### config.mk
export PLATFORM = sky130hd
export DESIGN_NAME = prog_sequencer
export DESIGN_NICKNAME = d
export VERILOG_FILES = /design/src/rtl/prog_sequencer.sv
export SDC_FILE = /design/constraint.sdc
export NUM_CORES = 1
export LEC_CHECK = 0
export CAP_MARGIN = 20
export CORE_MARGIN = 2
export CORE_UTILIZATION = 61
export DETAILED_ROUTE_END_ITERATION = 8
export GPL_ROUTABILITY_DRIVEN = 0
export PLACE_DENSITY = 0.85
export SYNTH_ARGS = -nofsm -noshare
export SYNTH_HDL_FRONTEND = slang
export SYNTH_SLANG_ARGS = --single-unit
### constraint.sdc
create_clock -name Clk -period 6.5 [get_ports Clk]
set_input_delay 1.3 -clock Clk [delete_from_list [all_inputs] [get_ports Clk]]
set_output_delay 1.3 -clock Clk [all_outputs]
set_load 0.005 [all_outputs]
### src/rtl/prog_sequencer.sv
// Batch run controller: pulses the core's Start for each program in turn,
// times each run until Ack, aborts a run that exceeds TIMEOUT cycles.
module prog_sequencer #(
    parameter int NPROG     = 3,
    parameter int PW        = 2,
    parameter int START_CYC = 2,
    parameter int CW        = 16,
    parameter int TIMEOUT   = 4096
) (
    input  logic          Clk,
    input  logic          Reset,
    input  logic          Go,
    input  logic          Ack,
    output logic          Start,
    output logic [PW-1:0] ProgIdx,
    output logic          Busy,
    output logic          Done,
    output logic          Timeout,
    output logic [CW-1:0] CycleCt
);

    typedef enum logic [1:0] {S_IDLE, S_START, S_RUN} state_t;

    localparam logic [CW-1:0] START_LAST = CW'(START_CYC - 1);
    localparam logic [CW-1:0] TO_VAL     = CW'(TIMEOUT);
    localparam logic [PW-1:0] LAST_PROG  = PW'(NPROG - 1);

    state_t        state_q, state_d;
    logic [CW-1:0] cnt_q, cnt_d;
    logic [CW-1:0] cnt_inc;
    logic          start_q, start_d;
    logic [PW-1:0] prog_q, prog_d;
    logic          busy_q, busy_d;
    logic          done_q, done_d;
    logic          timeout_q, timeout_d;
    logic [CW-1:0] cyc_q, cyc_d;

    // cnt never reaches all-ones in RUN because the abort fires at TIMEOUT-1
    assign cnt_inc = cnt_q + 1'b1;

    always_comb begin
        state_d   = state_q;
        cnt_d     = cnt_q;
        start_d   = start_q;
        prog_d    = prog_q;
        busy_d    = busy_q;
        done_d    = 1'b0;
        timeout_d = timeout_q;
        cyc_d     = cyc_q;

        case (state_q)
            S_IDLE: begin
                start_d = 1'b0;
                busy_d  = 1'b0;
                if (Go) begin
                    state_d   = S_START;
                    prog_d    = '0;
                    timeout_d = 1'b0;
                    cnt_d     = '0;
                    busy_d    = 1'b1;
                    start_d   = 1'b1;
                end
            end
            S_START: begin
                // Ack is deliberately ignored here: it may still be high from the previous run
                if (cnt_q == START_LAST) begin
                    state_d = S_RUN;
                    start_d = 1'b0;
                    cnt_d   = '0;
                end else begin
                    cnt_d = cnt_inc;
                end
            end
            S_RUN: begin
                cnt_d = cnt_inc;
                if (Ack) begin
                    cyc_d = cnt_inc;
                    if (prog_q == LAST_PROG) begin
                        state_d = S_IDLE;
                        busy_d  = 1'b0;
                        done_d  = 1'b1;
                    end else begin
                        prog_d  = prog_q + 1'b1;
                        state_d = S_START;
                        start_d = 1'b1;
                        cnt_d   = '0;
                    end
                end else if (cnt_inc == TO_VAL) begin
                    cyc_d     = TO_VAL;
                    timeout_d = 1'b1;
                    state_d   = S_IDLE;
                    busy_d    = 1'b0;
                    done_d    = 1'b1;
                end
            end
            default: state_d = S_IDLE;
        endcase
    end

    always_ff @(posedge Clk) begin
        if (Reset) begin
            state_q   <= S_IDLE;
            cnt_q     <= '0;
            start_q   <= 1'b0;
            prog_q    <= '0;
            busy_q    <= 1'b0;
            done_q    <= 1'b0;
            timeout_q <= 1'b0;
            cyc_q     <= '0;
        end else begin
            state_q   <= state_d;
            cnt_q     <= cnt_d;
            start_q   <= start_d;
            prog_q    <= prog_d;
            busy_q    <= busy_d;
            done_q    <= done_d;
            timeout_q <= timeout_d;
            cyc_q     <= cyc_d;
        end
    end

    assign Start   = start_q;
    assign ProgIdx = prog_q;
    assign Busy    = busy_q;
    assign Done    = done_q;
    assign Timeout = timeout_q;
    assign CycleCt = cyc_q;

endmodule

---- After elaboration in Yosys (flattened, before gate mapping) ----
Cells that the tools add are included.
storage, ports and cells
  flip-flop bits (word level) ............. 40
  bits of input ports ..................... 4
  output and inout bits ................... 22
  word-level logic and storage cells ...... 69
cells by class
  $add $sub $neg .......................... 2
  equal/unequal tests ..................... 13
  muxes and demuxes ....................... 33
  bitwise gates (word level) .............. 1
  reductions and logical operators ........ 12
operators with widths
  kind                                             number
  two-way mux 16 bit                               6
  case mux 16 bit (3 select lines)                 1
  adder 16 x 1 -> 16 bit, second input constant    1
  == test 16 x 1 -> 1 bit, second input constant   1
  == test 16 x 13 -> 1 bit, second input constant  1
  two-way mux 1 bit                                14
  two-way mux 2 bit                                7
  inequality test 2 bit, second input constant     6
  AND reduction 4 bit                              3
  inequality test 3 bit, second input constant     2
  case mux 2 bit (3 select lines)                  1
  AND reduction 3 bit                              2
  == test 2 bit, second input constant             2
  case mux 1 bit (2 select lines)                  2
  case mux 2 bit (2 select lines)                  1
  AND reduction 2 bit                              2
  nonzero test 2 bit                               2
  case mux 1 bit (3 select lines)                  1
  nonzero test 3 bit                               1
  adder 2 x 1 -> 2 bit, second input constant      1
  == test 2 x 1 -> 1 bit, second input constant    1
  logical NOT 2 bit                                1
  OR reduction 2 bit                               1
  inverter 1 bit                                   1

---- Longest topological paths before layout ----
  depth after elaboration ................. 5
  mapped depth ............................ 9
  depth with buffers taken out ............ 8

---- Worst setup path before layout ----
Ideal clock, no wire load.
  path kind ............................... input to register
  from .................................... in Go
  to ...................................... reg cnt_q[11]
  setup time .............................. 0.128 ns
  data arrival time ....................... 2.247 ns
  data required time ...................... 6.372 ns
  path slack .............................. 4.125 ns
  stages on the path ...................... 7
  path buffers ............................ 1
  cells stage by stage .................... nor2b_1 nor3b_1 o21ai_1 clkbuf_1 o21ai_0 a21oi_1 nor2_1
on the way
  cells in the longest elaborated chain, start to end .. 2
ends and longest elaborated chain
  element                          RTL line  text
  start: declaration               12        input logic Go,
  inequality test 2 bit (no line)  -
  AND reduction 2 bit (no line)    -
  end signal: assignment           112       cnt_q <= cnt_d;
  end: declaration                 29        logic [CW-1:0] cnt_q, cnt_d;
No other way between the ends.
A chain may end at the register's enable or synchronous reset.

---- Worst setup path after layout ----
  from .................................... in Ack
  to ...................................... reg cnt_q[4]
on the way
  cells in the longest elaborated chain, start to end .. 2
ends and longest elaborated chain
  element                           RTL line  text
  start: declaration                13        input logic Ack,
  two-way mux 16 bit                76        if (Ack) begin
  case mux 16 bit (3 select lines)  51        case (state_q)
No other way between the ends.

==> metrics.json <==
{
  "status": {
    "run_status": "finished, final reports clean"
  },
  "die": {
    "floorplan.die.height_um": 66.6,
    "start_util_pct": 64.4,
    "die_width_um": 66.6,
    "design.core.area_um2": 3720,
    "floorplan.rows": 22,
    "die-area_um2": 4440,
    "top_level_ports": 26
  },
  "pwr": {
    "p_switching_w": 0.000226,
    "p_int_w": 0.000469,
    "netSwitchingFraction_pct": 32.5,
    "pwr-share-comb_pct": 29.4,
    "power.share.clock_pct": 31.6,
    "leakage_nw": 0.946,
    "sequentialPowerShare_pct": 39.0,
    "peak_supply_drop_uv": 309,
    "power.density_nw_per_um2": 254
  },
  "timing": {
    "setup_violations": 0,
    "timing_hold_violations_final": 0,
    "setup_tns_ns": 0,
    "grt_setup_unrepaired": "no",
    "tightestPinTransition_ns": 0.778,
    "finalWorstSetupSlack_ns": 3.48,
    "finalMaxSlewViolations": 0,
    "max-slew-margin-rel_pct": 48.1,
    "timing.final.crit_share_pct": 46.5,
    "period_minus_slack_ns": 3.02,
    "fin_worst_hold_slack_ns": 0.493,
    "clock.fmax_mhz": 331,
    "timing.clock.skew_ns": 0.00594
  },
  "worst_hold_path": {
    "min_to": "Timeout",
    "hold-path-cell-count": 2,
    "worst_hold_path_type": "reg -> reg",
    "timing.hold.worst.start": "Timeout"
  },
  "placed_design": {
    "place.port_buffers": 25,
    "detailed_place_hpwl_um": 3740,
    "placed_area_um2": 2620,
    "place_ws_ns": 3.22,
    "dp.cells": 360
  },
  "synthesis": {
    "synth.avg_cell_area_um2": 7.72,
    "synthesized_nets": 321,
    "synthArstFlopShare_pct": 0,
    "ys.flop_type": "dfxtp_1",
    "synth_warnings": 0,
    "post_synth_num_cell_types": 46,
    "netlist_area_um2": 2390,
    "synth_cells": 310,
    "synth_enable_flop_cells": 0,
    "synth-seq-area-share_pct": 33.5,
    "postSynthRegisterBits": 40
  },
  "clocking": {
    "clock_insertion_delay_worst_skew_ns": 0.30,
    "cts_hold_repair.buffers": 0,
    "ctsHtreeMaxLevel": 2,
    "clk_transition_reported_paths_ns": 0.08,
    "cts.repair.resized": 0,
    "cts_tree": "built",
    "clkSinkCount": 40,
    "cts_setup_buffers": 0,
    "cts_max_path_buffers": 2,
    "cts_buffers": 5,
    "cts.root.buffer_cell": "clkbuf_8"
  },
  "worst_setup_path": {
    "r2r_startpoint": "cnt_q[4]",
    "worst_setup_end_kind": "flop",
    "crit_path_start_kind": "input port",
    "ff2ff_path_depth": 6,
    "criticalPathCategory": "in -> reg",
    "r2r-end": "CycleCt[2]",
    "worst-endpoint-required_ns": 6.67,
    "setup.worst_path.start": "Ack",
    "arrival_time_worst_endpoint_ns": 3.20,
    "register_to_register_setup_slack_ns": 3.55,
    "cp_max_fo": 14
  },
  "route": {
    "routed-via-count": 2167,
    "drt_iter0_drc": 212,
    "viasPerCell": 5.89,
    "wirelength_um": 5330,
    "remaining_drc_errors": 0,
    "ant_nets": 0,
    "wl_per_cell_um": 14.5,
    "detail_route.first_pass.iterations": 4
  },
  "global_routing": {
    "antenna_found_initial": 0,
    "grt_overflow": 0,
    "via_count_of_the_first_global_routing_pass": 1913,
    "grt_first_pass_wirelength_um": 8840,
    "grt_max_degree": 44,
    "groute.usage.overall_pct": 26.0
  },
  "layout": {
    "finalNonFillerCells": 368,
    "area_delta_synth_final_pct": 14.5,
    "net_count_final": 330,
    "final_layout_size_suffix_gt1_share_pct": 5.94,
    "layout.cell_area.non_filler_um2": 2740,
    "antenna_cells": 0
  },
  "run": {
    "max-cap-violations": 0
  }
}
state kept, by name, summed over array words and instances, names as in the netlist:
name and flops:
Done 1, Timeout 1, cnt_q 16, ProgIdx 2, CycleCt 16, Busy 1
Start 1, state_q 2
power groups by stage:
stage	clock network, W	registers [W]	logic (W)
finish	0.000220	0.000271	0.000204
global route	0.000234	0.000273	0.000228
CTS	0.000221	0.000271	0.000202
detailed placement	0	0.000277	0.000200
global placement	0	0.000275	0.000194
floorplan	0	0.000275	0.000147
synthesized netlist by cell type (all sizes together), types with 2 or more instances:
master  number  share of area (%)
clkbuf      17                2.7
nand3       12                2.5
nor2b       20                5.2
a211oi      16                5.0
or3          6                1.6
buf          8                1.7
mux2i        8                3.3
nand4        4                1.7
nor4         3                1.4
or4          3               0.94
o21ai       19                4.1
xnor2       11                4.0
nor3b        4                1.3
nor2        56                8.8
or2          3               0.78
and2         2               0.52
inv          8                1.3
xor2         4                1.5
a21oi       18                3.8
nand2       14                2.2
nor3         5                1.3
nand3b       4                1.3
nand2b       3               0.78
ha           7                3.7
dfxtp       40                 33
worst max-delay path, stage by stage:
cell	delay, ns
clkdlybuf4s50_1	0.51
inv_1	0.09
o21a_1	0.21
o21ai_1	0.52
buf_6	0.24
o21ai_0	0.09
a21oi_1	0.18
nor2_1	0.06
worst max-delay path by stage:
stage	depth (start not counted)	slack, ns	end
final	8	3.48	cnt_q[4]
after global routing	6	3.35	CycleCt[11]
after CTS	8	3.53	cnt_q[4]
after detailed placement	8	3.22	cnt_q[4]
after global placement	7	2.92	cnt_q[9]
after floorplan	7	4.13	cnt_q[11]
through the flow:
| stage | power (W) | utilization [%] |
|---|---|---|
| after floorplan | 0.000422 | - |
| after global placement | 0.000469 | 70.2 |
| after detailed placement | 0.000477 | 70.5 |
| after CTS | 0.000695 | 73.7 |
| after global routing | 0.000735 | 73.7 |
| final | 0.000695 | 73.7 |
cell usage in the layout, fill, tap and decap left out, drive strengths merged, types with 5 or more instances in the layout:
| cell type | count |
|---|---|
| a211oi | 16 |
| nor2b | 20 |
| clkbuf | 6 |
| clkdlybuf4s50 | 25 |
| dfxtp | 40 |
| a21oi | 18 |
| or3 | 6 |
| mux2i | 8 |
| nand2 | 14 |
| o21ai | 19 |
| nor3 | 5 |
| xnor2 | 11 |
| ha | 7 |
| inv | 8 |
| nand3 | 12 |
| nor2 | 56 |
final cells by class:
cell class / instances / area [um^2]
clock buffer: 6 / 82.6
inverter: 8 / 30.0
multi-input combinational: 237 / 1460
timing repair buffer: 27 / 269
fill: 295 / 976
tap: 48 / 60.1
sequential: 40 / 801
clock inverter: 2 / 38.8
cells by family (layout without fill, tap and decap cells):
group           Yosys count  after routing  share of synthesized area (%)
compound gates           63             63                           16.5
buf+inv                  33             43                           5.59
fa+ha+maj                 7              7                           3.66
xor+xnor                 15             15                           5.49
flops                    40             40                           33.5
simple gates            144            144                           32.0
mux                       8              8                           3.35
layer usage:
| metal | vias up | wire [um] | track usage [%] |
|---|---|---|---|
| met5 | - | 0 | 0 |
| met3 | 8 | 296 | 7.09 |
| li1 | 1088 | - | - |
| met1 | 989 | 2540 | 35.8 |
| met2 | 82 | 2450 | 40.6 |
| met4 | 0 | 38 | 5.36 |
No activity file was read; power rests on OpenSTA's default activity.
